## src/rtl/pc_unit.sv

```systemverilog
// Fetch-stage program counter for the MIPS core: next-PC selection with stall
// and exception redirect, plus a circular return-address stack for jr $ra prediction.
module pc_unit #(
  parameter int               WIDTH        = 32,
  parameter logic [WIDTH-1:0] RESET_VECTOR = WIDTH'(32'h0000_0000),
  parameter logic [WIDTH-1:0] EXC_VECTOR   = WIDTH'(32'h8000_0180),
  parameter int               RAS_DEPTH    = 4
) (
  input  logic             clk,
  input  logic             reset,
  input  logic             stall,
  input  logic             exception,
  input  logic             jump_reg,
  input  logic [WIDTH-1:0] reg_target,
  input  logic             jump,
  input  logic [25:0]      jump_index,
  input  logic             branch_taken,
  input  logic [15:0]      branch_imm,
  input  logic             link_push,
  input  logic             ret_pop,
  output logic [WIDTH-1:0] pc_out,
  output logic [WIDTH-1:0] pc_plus4,
  output logic [WIDTH-1:0] ras_top,
  output logic             ras_valid,
  output logic             ras_overflow,
  output logic             misaligned
);

  localparam int PTR_W = (RAS_DEPTH > 1) ? $clog2(RAS_DEPTH) : 1;
  localparam int CNT_W = $clog2(RAS_DEPTH + 1);
  localparam logic [PTR_W-1:0] PTR_LAST = PTR_W'(RAS_DEPTH - 1);
  localparam logic [CNT_W-1:0] CNT_FULL = CNT_W'(RAS_DEPTH);

  logic [WIDTH-1:0] pc_q, pc_d;
  logic [WIDTH-1:0] ras_mem_q [RAS_DEPTH];
  logic [WIDTH-1:0] ras_mem_d [RAS_DEPTH];
  logic [PTR_W-1:0] top_q, top_d;
  logic [CNT_W-1:0] cnt_q, cnt_d;
  logic             ovf_q, ovf_d;

  logic [WIDTH-1:0] br_off;
  logic [WIDTH-1:0] br_target;
  logic [WIDTH-1:0] j_target;
  logic [PTR_W-1:0] top_inc, top_dec;
  logic             ras_en, ras_empty, ras_full;

  assign pc_plus4  = pc_q + WIDTH'(4);
  // Branch base is the delay-slot address, so imm = -1 lands back on pc_out.
  assign br_off    = {{(WIDTH-18){branch_imm[15]}}, branch_imm, 2'b00};
  assign br_target = pc_plus4 + br_off;
  assign j_target  = {pc_plus4[WIDTH-1:28], jump_index, 2'b00};

  always_comb begin
    pc_d = pc_plus4;
    if (exception)         pc_d = EXC_VECTOR;
    else if (stall)        pc_d = pc_q;
    else if (jump_reg)     pc_d = reg_target;
    else if (jump)         pc_d = j_target;
    else if (branch_taken) pc_d = br_target;
  end

  assign ras_empty = (cnt_q == '0);
  assign ras_full  = (cnt_q == CNT_FULL);
  assign top_inc   = (top_q == PTR_LAST) ? '0 : top_q + PTR_W'(1);
  assign top_dec   = (top_q == '0) ? PTR_LAST : top_q - PTR_W'(1);
  assign ras_en    = !exception && !stall;

  // When full, top+1 is the oldest slot, so a plain push overwrites it.
  always_comb begin
    ras_mem_d = ras_mem_q;
    top_d     = top_q;
    cnt_d     = cnt_q;
    ovf_d     = ovf_q;
    if (ras_en) begin
      if (link_push && (!ret_pop || ras_empty)) begin
        ras_mem_d[top_inc] = pc_plus4;
        top_d              = top_inc;
        if (ras_full) ovf_d = 1'b1;
        else          cnt_d = cnt_q + CNT_W'(1);
      end else if (link_push && ret_pop) begin
        ras_mem_d[top_q] = pc_plus4;
      end else if (ret_pop && !ras_empty) begin
        top_d = top_dec;
        cnt_d = cnt_q - CNT_W'(1);
      end
    end
  end

  always_ff @(posedge clk) begin
    if (reset) begin
      pc_q  <= RESET_VECTOR;
      top_q <= '0;
      cnt_q <= '0;
      ovf_q <= 1'b0;
      for (int i = 0; i < RAS_DEPTH; i++) ras_mem_q[i] <= '0;
    end else begin
      pc_q      <= pc_d;
      top_q     <= top_d;
      cnt_q     <= cnt_d;
      ovf_q     <= ovf_d;
      ras_mem_q <= ras_mem_d;
    end
  end

  assign pc_out       = pc_q;
  assign ras_valid    = !ras_empty;
  assign ras_top      = ras_empty ? '0 : ras_mem_q[top_q];
  assign ras_overflow = ovf_q;
  assign misaligned   = (pc_q[1:0] != 2'b00);

endmodule

```

## config.mk

```make
export PLATFORM = sky130hd
export DESIGN_NAME = pc_unit
export DESIGN_NICKNAME = d
export VERILOG_FILES = /design/src/rtl/pc_unit.sv
export SDC_FILE = /design/constraint.sdc
export NUM_CORES = 1
export LEC_CHECK = 0
export ABC_AREA = 1
export BUFFER_PORTS_ARGS = -buffer_cell sky130_fd_sc_hd__buf_2
export CORE_AREA = 2 2 165 167
export DETAILED_ROUTE_END_ITERATION = 10
export DIE_AREA = 0 0 167 169
export SYNTH_ARGS = -nofsm -noshare
export SYNTH_HDL_FRONTEND = slang
export SYNTH_SLANG_ARGS = --single-unit
```

## constraint.sdc

```tcl
create_clock -name clk -period 3 [get_ports clk]
set_clock_uncertainty 0.15 [all_clocks]
set_input_delay 0.15 -clock clk [delete_from_list [all_inputs] [get_ports clk]]
set_output_delay 0.15 -clock clk [all_outputs]
set_load 0.02 [all_outputs]
```

* Yosys cells after proc, flatten, opt, wreduce, memory -nomap -nowiden *
Cells that the tools add are included.

word-level totals
  flip-flop bits (word level) = 166
  input port bits = 83
  output and inout port bits = 99
  logic and storage cells = 73

operators by class
  $add $sub $neg = 6
  order comparisons = 4
  eq/ne operators = 5
  muxes and demuxes = 26
  bitwise gates (word level) = 2
  reduce and logical (&&, ||, !) cells = 21

operators with widths
  operator                                                  number
  two-way mux 32 bit                                        10
  bitwise mux 128 bit                                       2
  two-way mux 128 bit                                       2
  demux 32 bit (select 2 bit)                               2
  binary-select mux 32 bit (select 2 bit)                   1
  adder 32 x 3 -> 32 bit, second input constant             1
  adder 32 bit                                              1
  two-way mux 3 bit                                         4
  two-way mux 2 bit                                         5
  greater-or-equal comparator 3 bit, second input constant  2
  logical AND 1 bit                                         6
  < comparator 3 x 1 -> 1 bit, second input constant        2
  inverter 2 -> 3 bit                                       2
  AND reduction 3 bit                                       2
  nonzero test 2 bit                                        3
  logical NOT 1 bit                                         4
  inequality test 2 bit, second input constant              2
  AND reduction 4 bit                                       1
  adder 3 x 1 -> 3 bit, second input constant               1
  equality test 3 bit, second input constant                1
  logical NOT 3 bit                                         1
  subtractor 3 x 1 -> 3 bit, second input constant          1
  adder 2 x 1 -> 2 bit, second input constant               1
  equality test 2 bit, second input constant                1
  6 further kinds                                           6

* Depth between registers and ports, before layout *
  depth in word-level cells = 9
  gate-level depth with buffers = 27
  depth with buffers taken out = 26

* Least setup slack after synthesis *
OpenSTA, ideal clock, no wires.

  path type = reg2reg
  start point = register pc_q[3], in the netlist pc_out[3]
  end point = register pc_q[26], in the netlist pc_out[26]
  setup time = 0.122 ns
  arrival = 2.966 ns
  required time = 2.728 ns
  path slack = -0.238 ns
  cell stages (with the launch flop) = 19
  path buffers = 0
  clock period less this slack = 3.238 ns
  cell sequence = dfxtp_1 > ha_1 > nand3_4 > nor2_4 > nand4_4 > nor2_4 > xor2_2 > inv_1 > ha_1 > nand2_1 > nor2_1 > inv_1 > nor2_1 > nand3_1 > or2_2 > nand3_1 > nand2_1 > nand3_1 > a21oi_1

on the way
  longest elaborated chain between the ends = 5

ends and longest elaborated chain
  what                    line  RTL
  from (decl)             34    logic [WIDTH-1:0] pc_q, pc_d;
  from (signal assigned)  97    pc_q <= pc_d;
  adder 32 x 3 -> 32 bit  47    assign pc_plus4 = pc_q + WIDTH'(4);
  named net pc_plus4[18]  22    output logic [WIDTH-1:0] pc_plus4,
  adder 32 bit            50    assign br_target = pc_plus4 + br_off;
  two-way mux 32 bit      59    else if (branch_taken) pc_d = br_target;
  two-way mux 32 bit      58    else if (jump) pc_d = j_target;
  two-way mux 32 bit      57    else if (jump_reg) pc_d = reg_target;

The timed path passes the listed nets, and every way through them passes these cells.
A chain may end at the register's enable or synchronous reset.

* Worst setup path in the final report *
  start point = register pc_q[17], in the netlist pc_out[17]
  end point = register pc_q[31], in the netlist pc_out[31]

on the way
  longest elaborated chain between the ends = 7

ends and longest elaborated chain
  what                        line  RTL
  adder 32 x 3 -> 32 bit (*)  47
  adder 32 bit                50
  two-way mux 32 bit          59
  two-way mux 32 bit (*)      58
  two-way mux 32 bit (*)      57
  two-way mux 32 bit (*)      56    else if (stall) pc_d = pc_q;
  two-way mux 32 bit (*)      55    if (exception) pc_d = EXC_VECTOR;

Mark *: on every way between the ends. The rest lies on a longest branch, timed or not. The select of a mux whose other input is x is not followed.

==> key figures <==
Die
  • Floorplan die height: approximately 170 um
  • Starting density of the core: 39.3%
  • Number of rows created at floorplan: 60
  • Die extent in x: ~170 um
  • Count of boundary I/O pins: approximately 180
  • Core Box Area: between 20000 and 30000 um^2
  • Die area: about 28000 um^2

Yosys
  • Area share of fa/ha/maj cells after synthesis: 4.71%
  • Xor-xnor portion of the synthesized cell area: ~2.4%
  • Synthesized netlist cell count: 1571
  • Mean instance size in the synthesized netlist: ~6.6 um^2
  • Sequential share of the synthesized area: about a third
  • Synthesis-stage register bit count: between 150 and 200
  • Syn Std Cell Area: about 10000 um^2
  • Most common cell in the synthesized netlist: sky130_fd_sc_hd__nor2_1
  • Count of flip-flops with a built-in enable after synthesis: 0
  • Distinct cell type count after synthesis: 61
  • Main combinational cell family by area after synthesis: compound AO/OA/AOI/OAI gates
  • Ranking of synthesized cells by area: sky130_fd_sc_hd__dfxtp_1, sky130_fd_sc_hd__a21oi_1, sky130_fd_sc_hd__o21ai_0, sky130_fd_sc_hd__nor2_1, sky130_fd_sc_hd__nand2_1
  • Top cells by instance count after synthesis: sky130_fd_sc_hd__nor2_1, sky130_fd_sc_hd__nand2_1, sky130_fd_sc_hd__a21oi_1, sky130_fd_sc_hd__o21ai_0, sky130_fd_sc_hd__dfxtp_1
  • Complex-gate fraction of the synthesized area: between 20% and 30%
  • Post-synthesis net count: between 1500 and 2000
  • Prevailing post-synth register cell: sky130_fd_sc_hd__dfxtp_1
  • Total of warnings raised by yosys: 0
  • Mux share of post-synthesis cell area: 0%
  • Top-area cell type share of the netlist area: a little under a third
  • Async S/R FF share, synth: 0%
  • Area fraction in and, or, nand and nor cells after synthesis: 24.7%
  • Synth area leader: sky130_fd_sc_hd__dfxtp_1

Cells and area
  • Area of all sequential standard cells: between 3000 and 4000 um^2
  • Fraction of layout cells with a size suffix above 1: between 30% and 40%
  • Inserted Diodes: 0
  • Growth of design area from synthesis to finish: 51.2%
  • Final std cell area, no fill: ~16000 um^2
  • NumNets Final: 2112
  • Final Core Density: about three fifths
  • Number of fill cells in the layout: about 2500
  • Multi-input combinational cell area: between 7000 and 8000 um^2

Timing
  • Fraction of the cycle the final worst path needs: 101%
  • Maximum clock frequency: 332 MHz
  • Remaining max-slew budget at the tightest pin: between 30% and 40%
  • Final worst setup slack: -0.0163 ns
  • Final hold viol count: 1
  • Count of pins over their slew limit: 0
  • Shortest period the worst path allows: around 3 ns
  • Final setup TNS: -0.0163 ns
  • Unrepaired setup endpoints after global routing: true
  • Hold Worst Slack: -0.00149 ns
  • Final setup violation count: 1
  • Worst Max-Slew Pin Slew: between 1 and 1.5 ns

Pwr
  • Total power density per cell area: about 390 nW/um^2
  • Static Leak: about 0.0072 uW
  • Worst IR Drop VDD: ~0.40 mV

Status
  • Violated checks: hold timing, setup timing
  • Run status: complete, but fails checks

Detailed routing
  • Overall via count from detail_route: about 12000
  • DR pass1 iterations: 5
  • Residual antenna-violating net count after detailed routing: 0
  • Routed WL per cell: 18.2 um
  • Number of vias per cell after detailed routing: about 5.3
  • Number of design rule violations left after detail routing: 0
  • Detailed router's first-iteration violation count: 1031
  • Total wire length: around 43000 um

Setup path
  • CP required: 3.22 ns
  • Critical path's largest stage delay: approximately 0.37 ns
  • Max FO, Critical Path: 4
  • Beginning of the critical path: pc_out[17]
  • End of the worst register-to-register path: pc_out[31]
  • Worst Reg-to-Reg Cells: 21
  • Startpoint-to-endpoint class of the critical path: flip-flop to flip-flop
  • Dominant cell type by count on the critical path: sky130_fd_sc_hd__nand2_1
  • Reg-to-Reg Start: pc_out[17]
  • Slowest cell on the critical path: sky130_fd_sc_hd__dfxtp_2
  • CP Launch Type: flip-flop
  • Flop2flop setup slack: -0.02 ns
  • Destination of the critical timing path: pc_out[31]
  • Endpoint arrival time on the critical path: approximately 3.2 ns
  • CP endpoint kind: flip-flop
  • CP Cell Sequence: inv_1 > nor3_1 > nand3_1 > nor2_2 > nand3_1 > nand2_1 > inv_2 > ha_4 > nand2_1 > nor2_1 > buf_4 > nand2_2 > inv_1 > nand2_2 > nand2_2 > a21oi_2 > nand2_1 > nand3_1 > nand2_1 > nand2_1 > a21oi_2

CTS
  • Clock insertion delay at the later pin of the skew report: between 0.4 and 0.5 ns
  • Clock root buffer master: sky130_fd_sc_hd__clkbuf_16
  • Total number of clock tree sinks: ~170
  • Total clock buffers created by CTS: 17
  • Clock Tree Buf Depth: 2
  • Clock slew at reported path FFs: around 0.07 ns
  • CTS H-Tree Depth: 4
  • CTS tree: built

Placed design
  • Area after detailed placement: around 13000 um^2
  • Quantity of I/O buffers inserted on ports: between 150 and 200
  • RD Place Congestion: just under 1
  • Estimated wirelength of the detail-placed design: 30500 um

Worst hold path
  • Worst min-delay path class: input pin to flip-flop

Global route
  • Total global-route track usage: between 20 and 30%
  • Number of antenna violations at the first check in global routing: 0
  • Overflow left after global routing: 0
  • Via count of the first global-routing pass: around 12000
  • Largest net degree at the start of global routing: between 80 and 90
  • Global-route wire length before repair: ~65000 um

Flow run
  • Count of maximum capacitance violations: 0
cells in the final DEF, fill, tap and decap left out, types with 6 or more instances in the layout:
cell type                       netlist  routed
sky130_fd_sc_hd__inv_1              131     108
sky130_fd_sc_hd__buf_12               0       7
sky130_fd_sc_hd__nand2_2             10      46
sky130_fd_sc_hd__a221oi_1             7       7
sky130_fd_sc_hd__nand4_1              7       7
sky130_fd_sc_hd__nand2_1            221     172
sky130_fd_sc_hd__ha_1                36      12
sky130_fd_sc_hd__clkbuf_16            0      17
sky130_fd_sc_hd__dfxtp_4              0       8
sky130_fd_sc_hd__buf_4                7     225
sky130_fd_sc_hd__nand2_4              2      15
sky130_fd_sc_hd__nand3_2              1      12
sky130_fd_sc_hd__nor2_2               6      21
sky130_fd_sc_hd__a21oi_2              4      28
sky130_fd_sc_hd__o21ai_1             46      57
sky130_fd_sc_hd__dfxtp_2              0      16
sky130_fd_sc_hd__buf_6                5      13
sky130_fd_sc_hd__o221ai_1            16      16
sky130_fd_sc_hd__buf_2               13     181
sky130_fd_sc_hd__dlygate4sd3_1        0      58
sky130_fd_sc_hd__o211ai_1             6       6
sky130_fd_sc_hd__a21oi_1            214     187
sky130_fd_sc_hd__inv_2               18      41
sky130_fd_sc_hd__nor2_1             243     211
sky130_fd_sc_hd__dfxtp_1            166     142
sky130_fd_sc_hd__xor2_4               0       7
sky130_fd_sc_hd__o21ai_0            189     176
sky130_fd_sc_hd__ha_4                 0      22
sky130_fd_sc_hd__xor2_2               3       6
sky130_fd_sc_hd__nand3_1             55      43
sky130_fd_sc_hd__nor2_4               8      25
area by class of cell:
type / count / area share, %
flip-flops and latches: 166 / 21.4
inverters: 154 / 3.69
multi-input cells: 1168 / 46.5
clock buffers: 18 / 2.79
clock inverters: 14 / 0.858
well taps: 341 / 2.71
repair buffers: 484 / 22.0
power by group:
group	internal [uW]	switching [uW]
sequential	2290	66.6
combinational	684	981
clock	1120	1020
total	4100	2070
what timing repair did:
item                                   in CTS  in global routing
resized for setup                          94                187
setup endpoints to repair                  21                 21
setup buffers                              11                 11
endpoints found under the hold margin      32                  0
hold buffers                               58                  0
pin swaps                                  37                 84
routing by layer:
metal | wire length, um | vias to the layer above | global-route usage [%]
met5 | 0 | - | 0
met2 | 20600 | 454 | 48.9
met1 | 18700 | 5777 | 38.8
met4 | 1200 | 0 | 10.3
li1 | - | 6110 | -
met3 | 2330 | 80 | 3.06
sequential cells by signal, summed over array words and instances (netlist names):
signal / flops
ras_overflow: 1
ras_mem_q: 128
pc_out: 32
top_q: 2
cnt_q: 3
worst min path at each step:
stage,from,endpoint,slack [ns],cells after the start
2_1_floorplan,reg_target[0],pc_out[0],0.15,2
3_3_place_gp,reg_target[4],pc_out[4],0.25,3
3_5_place_dp,reg_target[4],pc_out[4],0.25,3
4_1_cts,jump_index[4],pc_out[6],0.002,5
5_1_grt,reg_target[16],pc_out[16],0.009,4
6_report,reg_target[16],pc_out[16],-0.001,4
per-stage QoR:
step	setup WS (ns)	total power, uW	instances
3_5_place_dp	-0.325	3780	2234
4_1_cts	-0.0391	6030	2335
6_report	-0.0163	6170	2345
5_1_grt	-0.263	6430	2345
2_1_floorplan	0.00519	3150	1571
3_3_place_gp	-0.363	3770	2234
cell families after synthesis:
group / after synthesis
xor+xnor: 25
compound gates: 515
buf+inv: 237
flops: 166
simple gates: 590
fa+ha+maj: 38
worst max-delay path: cells and delay by family (launching register included):
| kind | cells | cell delay, ns |
|---|---|---|
| buffers and inverters | 4 | 0.43 |
| and+or+nand+nor | 14 | 1.51 |
| DFF | 1 | 0.37 |
| adders and majority gates | 1 | 0.30 |
| AOI/OAI and AO/OA | 2 | 0.18 |
No activity file was read; power rests on OpenSTA's default activity.
